--- src/rtl/qtr_sched.sv ---
// qtr_sched: periodic trigger/collect scheduler for two QTR reflectance sensor stages.
//
// A free-running prescaler produces a one-cycle ms_tick. Each sample fires both
// sensor stages together, collects one result per channel, and then commits the
// pair to sample0/1 together with the threshold detect bits. If a channel does not
// answer within TIMEOUT_MS ms, that channel commits as 255 and timeout_err sets.
//
// Ports:
//   clk, reset            clock; asynchronous active-low reset
//   enable                level, periodic sampling runs while 1
//   period[7:0]           sample period in ms (0 behaves as 1)
//   thresh0/1[7:0]        detect thresholds
//   clear_err             pulse, clears timeout_err
//   qtr_en0/1             one-cycle start pulse to each sensor stage
//   value0/1[7:0], valid0/1  result and strobe from each sensor stage
//   sample0/1[7:0]        last committed values
//   detect[1:0]           bit n = sampleN >= threshN
//   update                one-cycle pulse, aligned with new sample/detect
//   timeout_err           sticky timeout flag
module qtr_sched #(
    parameter int CLK_FREQUENCY = 60_000_000,
    parameter int TIMEOUT_MS    = 4
) (
    input  logic       clk,
    input  logic       reset,
    input  logic       enable,
    input  logic [7:0] period,
    input  logic [7:0] thresh0,
    input  logic [7:0] thresh1,
    input  logic       clear_err,
    output logic       qtr_en0,
    output logic       qtr_en1,
    input  logic [7:0] value0,
    input  logic [7:0] value1,
    input  logic       valid0,
    input  logic       valid1,
    output logic [7:0] sample0,
    output logic [7:0] sample1,
    output logic [1:0] detect,
    output logic       update,
    output logic       timeout_err
);

    localparam int              TICK      = CLK_FREQUENCY / 1000;
    localparam int              PW        = (TICK > 1) ? $clog2(TICK) : 1;
    localparam logic [PW-1:0]   TICK_LAST = PW'(TICK - 1);
    localparam logic [7:0]      TO_LIM    = 8'(TIMEOUT_MS);

    typedef enum logic [2:0] {IDLE, WAIT, FIRE, COLLECT, COMMIT} state_t;

    state_t      state, state_n;
    logic [PW-1:0] pre;
    logic        ms_tick;
    logic [7:0]  ms_cnt;
    logic        got0, got1, got0_n, got1_n, take0, take1;
    logic [7:0]  hold0, hold1, hold0_n, hold1_n;
    logic [7:0]  per_eff, s0_n, s1_n;
    logic        both_n, timed_out, commit_go, to_set;

    // ms prescaler, free-running from reset
    assign ms_tick = (pre == TICK_LAST);

    always_ff @(posedge clk or negedge reset) begin
        if (!reset) pre <= '0;
        else        pre <= ms_tick ? '0 : pre + 1'b1;
    end

    // ms ticks since the last FIRE; saturates so a long wait never wraps
    always_ff @(posedge clk or negedge reset) begin
        if (!reset)                         ms_cnt <= '0;
        else if (state == FIRE)             ms_cnt <= '0;
        else if (ms_tick && ms_cnt != 8'hFF) ms_cnt <= ms_cnt + 8'd1;
    end

    // Result capture: first strobe per channel wins, later ones are dropped
    assign take0   = (state == COLLECT) && valid0 && !got0;
    assign take1   = (state == COLLECT) && valid1 && !got1;
    assign got0_n  = got0 | take0;
    assign got1_n  = got1 | take1;
    assign hold0_n = take0 ? value0 : hold0;
    assign hold1_n = take1 ? value1 : hold1;
    assign both_n  = got0_n && got1_n;

    assign timed_out = (ms_cnt >= TO_LIM);
    assign per_eff   = (period == 8'd0) ? 8'd1 : period;

    always_ff @(posedge clk or negedge reset) begin
        if (!reset) begin
            got0  <= 1'b0;
            got1  <= 1'b0;
            hold0 <= '0;
            hold1 <= '0;
        end else begin
            got0  <= (state == FIRE) ? 1'b0 : got0_n;
            got1  <= (state == FIRE) ? 1'b0 : got1_n;
            hold0 <= hold0_n;
            hold1 <= hold1_n;
        end
    end

    always_ff @(posedge clk or negedge reset) begin
        if (!reset) state <= IDLE;
        else        state <= state_n;
    end

    always_comb begin
        state_n = state;
        case (state)
            IDLE:    if (enable) state_n = FIRE;
            WAIT:    if (!enable)                state_n = IDLE;
                     else if (ms_cnt >= per_eff) state_n = FIRE;
            FIRE:    state_n = COLLECT;
            // Capture and exit share an edge so update lands one cycle after the last strobe
            COLLECT: if (both_n || timed_out) state_n = COMMIT;
            COMMIT:  state_n = WAIT;
            default: state_n = IDLE;
        endcase
    end

    // Outputs are registered on entry to FIRE/COMMIT so they are valid during that state
    assign commit_go = (state == COLLECT) && (state_n == COMMIT);
    assign to_set    = commit_go && !both_n;
    assign s0_n      = got0_n ? hold0_n : 8'hFF;
    assign s1_n      = got1_n ? hold1_n : 8'hFF;

    always_ff @(posedge clk or negedge reset) begin
        if (!reset) begin
            qtr_en0     <= 1'b0;
            qtr_en1     <= 1'b0;
            update      <= 1'b0;
            sample0     <= '0;
            sample1     <= '0;
            detect      <= '0;
            timeout_err <= 1'b0;
        end else begin
            qtr_en0 <= (state_n == FIRE);
            qtr_en1 <= (state_n == FIRE);
            update  <= commit_go;
            if (commit_go) begin
                sample0 <= s0_n;
                sample1 <= s1_n;
                detect  <= {s1_n >= thresh1, s0_n >= thresh0};
            end
            // set has priority over a coincident clear
            if (to_set)         timeout_err <= 1'b1;
            else if (clear_err) timeout_err <= 1'b0;
        end
    end

endmodule

--- config.mk ---
export PLATFORM = sky130hd
export DESIGN_NAME = qtr_sched
export DESIGN_NICKNAME = d
export VERILOG_FILES = /design/src/rtl/qtr_sched.sv
export SDC_FILE = /design/constraint.sdc
export NUM_CORES = 1
export LEC_CHECK = 0
export CAP_MARGIN = 30
export CORE_MARGIN = 3
export CORE_UTILIZATION = 49
export CTS_BUF_LIST = sky130_fd_sc_hd__clkbuf_4 sky130_fd_sc_hd__clkbuf_8
export DETAILED_ROUTE_END_ITERATION = 8
export HOLD_SLACK_MARGIN = 0.12
export PLACE_DENSITY = 0.86
export SETUP_SLACK_MARGIN = 0.3
export SYNTH_ARGS = -nofsm -noshare
export SYNTH_HDL_FRONTEND = slang
export SYNTH_SLANG_ARGS = --single-unit
--- constraint.sdc ---
create_clock -name clk -period 2.3 [get_ports clk]
set_input_delay 0.46 -clock clk [delete_from_list [all_inputs] [get_ports clk]]
set_output_delay 0.46 -clock clk [all_outputs]
set_load 0.1 [all_outputs]
==> results.tsv <==
stage	metric	value	unit
sta	worst slew pin tran	690	ps
power	leakage power total	0.00243	uW
synthesis	Syn. warnings	0	
global_routing	gr ovfl total	0	
clock_network	CTS tree	built	
setup_path	Worst Path Max Fanout	7	
sta	slew margin rel.	53.8	%
drt	Post-Route WL	10600	um
floorplanning	die boundary width	92.9	um
sta	Final Max Tran Viols	0	
final_layout	Total Nets Final	554	
power	Sw Share	46.4	%
power	switching power	3280	uW
setup_path	crit start category	flip-flop	
final_layout	post-route cell area	5300	sq um
setup_path	WP data required	2530	ps
power	Internal	3790	uW
floorplanning	DIE HEIGHT	92.9	um
floorplanning	I/O pin count	68	
synthesis	synth top area cells	dfrtp_1, ha_1, inv_1	
floorplanning	# rows	31	
sta	fin crit period	2350	ps
clock_network	Root Driver	clkbuf_8	
synthesis	post-synthesis sequential area ratio	44.7	%
job	Max Cap Viol	0	
final_layout	Antenna Diode Count	0	
global_routing	initial antenna violation count	0	
synthesis	area leader, netlist	dfrtp_1	
outcome	failing checks	negative setup slack	
synthesis	Syn Nets	438	
power	Final Power	7070	uW
synthesis	Synth Instances	365	
floorplanning	total die area	8620	sq um
sta	fmax	425	MHz
min_path	Min-Delay Path Class	reg2reg	
setup_path	critical path type	reg2reg	
sta	Setup WS post-layout	-50.9	ps
drt	WL/cell	18.1	um
drt	DR DRC count	0	
global_routing	number of global-route vias before repair	3267	
drt	post-route ant nets	0	
global_routing	first-pass GRT wire length	15500	um
synthesis	Synth top area share	44.7	%
synthesis	synthesized flop and latch total	66	
power	Comb power frac	58.0	%
drt	vias	3254	
clock_network	Reg clk slew, reported paths	80	ps
sta	Final Skew	9.71	ps
global_routing	Total GRT Usage	22.9	%
synthesis	Post-Syn Area per Cell	10.1	sq um
placement	Inst Count DP	561	
synthesis	Mapped Area	3700	sq um
sta	RSZ-0062 raised after global routing	true	
clock_network	Clock Latency Late Sink	360	ps
drt	initial drt markers	159	
sta	hold violation total from the final report	0	
sta	Setup violations, final	1	
floorplanning	Initial Util	50.7	%
clock_network	Clock Path Buffers	2	
setup_path	register-to-register setup slack	-50	ps
setup_path	crit path DAT	2580	ps
clock_network	Sink Count	66	
drt	routed vias/inst	5.56	
final_layout	Finished Layout Cells	585	
setup_path	Worst Setup End Kind	flip-flop	
floorplanning	core area	7290	sq um
power	Clk pwr share	17.2	%
placement	dpl cell area	4730	sq um
synthesis	ys async rst share	100	%
final_layout	layout cell share with drive strength beyond 1	31.3	%
global_routing	largest net degree at the start of global routing	44	
synthesis	Synth Flop Type	dfrtp_1	
placement	post-DP HPWL	6160	um
placement	IO Port Bufs	67	
clock_network	H-tree Lvls	3	
power	Power Density	1330	nW/um^2
power	VDD IR max	0.00161	V
power	sequential power share	24.8	%
outcome	status	finished with violations	
clock_network	Inserted Clock Buffers	9	
sta	final period utilization	102	%
final_layout	Layout area overhead	43.3	%
placement	GPL Wtd Cong	0.853	
synthesis	Cell variety after synth	56	
sta	Setup TNS Final	-50.9	ps
synthesis	number of synthesized flops with an enable pin	0	
drt	DRT Pass-1 Iters	4	
[through the flow]
stage / setup slack (ps) / util, % / hold WS, ps
after floorplan: 136 / - / 164
after global placement: -331 / 64.9 / 474
after detailed placement: -480 / 64.9 / 481
after CTS: 154 / 71.1 / 506
after global routing: -130 / 72.6 / 537
final: -50.9 / 72.6 / 504
[synthesized netlist by cell type, types with 3 or more instances]
library cell / number
a31oi_1: 14
o2111ai_1: 3
inv_1: 49
xnor2_1: 11
o21a_1: 4
nand4_1: 8
o21ai_0: 7
mux2i_1: 15
nand2_1: 27
a211oi_1: 3
nor3_1: 5
buf_4: 3
and4_1: 3
dfrtp_1: 66
xor2_1: 7
a21oi_1: 10
nor2_1: 45
ha_1: 27
nand3_1: 9
[cells by family after synthesis]
logic type / share of synthesized area, %
compound gates: 10.7
simple gates: 18.6
buf+inv: 7.96
xor+xnor: 4.27
flops: 44.7
mux: 4.67
fa+ha+maj: 9.14
[layer usage]
metal  GRT usage [%]  share of wire, %  vias up
met1            28.2                38     1600
li1                -                 -     1481
met4            7.69               2.4        0
met5               0                 0        -
met2            39.2                53      151
met3            5.61               6.4       22
[cell usage in the layout (no fill, tap or decap), types with 11 or more instances in the layout]
cell type,instances
ha_1,19
clkdlybuf4s50_1,34
buf_4,64
a31oi_1,14
xnor2_1,11
inv_1,48
nor2_1,44
dfrtp_1,64
nand2_1,23
[timing repair]
item	4_1_cts	5_1_grt
pin swaps	14	8
endpoints found under the hold margin	23	0
setup buffers	6	1
gates resized for setup	56	20
setup endpoints to repair	5	17
hold buffers	1	0
[flip-flops by register name, summed over array words and instances (netlist names)]
register     cells
pre             16
hold0            8
hold1            8
ms_cnt           8
sample0          8
sample1          8
state            3
detect           2
got0             1
got1             1
qtr_en1          1
timeout_err      1
update           1
[power groups by stage]
stage,registers [uW],clock network [uW],logic (uW)
2_1_floorplan,2730,0,1210
3_3_place_gp,1680,0,3280
3_5_place_dp,1690,0,3380
4_1_cts,1700,1230,3710
5_1_grt,1780,1280,4270
6_report,1750,1220,4100
[area by class of cell]
| class | count | area [sq um] |
|---|---|---|
| Clock inverter | 6 | 114 |
| Clock buffer | 10 | 131 |
| Multi-Input combinational cell | 237 | 2040 |
| Fill cell | 489 | 2000 |
| Timing Repair Buffer | 118 | 1050 |
| Sequential cell | 66 | 1650 |
| Tap cell | 99 | 124 |
| Inverter | 49 | 184 |
[worst max-delay path, stage by stage, from the launching register on]
cell and delay (ps):
dfrtp_1 400, nand4b_4 210, nor2_4 150, buf_12 170
buf_6 110, mux2i_2 260, nand2_1 90, ha_1 290
o21ai_1 130, a21oi_2 70, o221ai_1 230, o21ai_1 120
[final timing paths]
| check | depth (start not counted) | end | startpoint |
|---|---|---|---|
| max | 11 | detect[1] | state[2] |
| min | 1 | pre[4] | pre[4] |
| max reg2reg | 11 | detect[1] | state[2] |
| min reg2reg | 1 | pre[4] | pre[4] |
| max in group asynchronous | 3 | state[0] | reset |
| min in group asynchronous | 2 | pre[6] | reset |
Note: power is estimated with default switching activity, not from simulation.
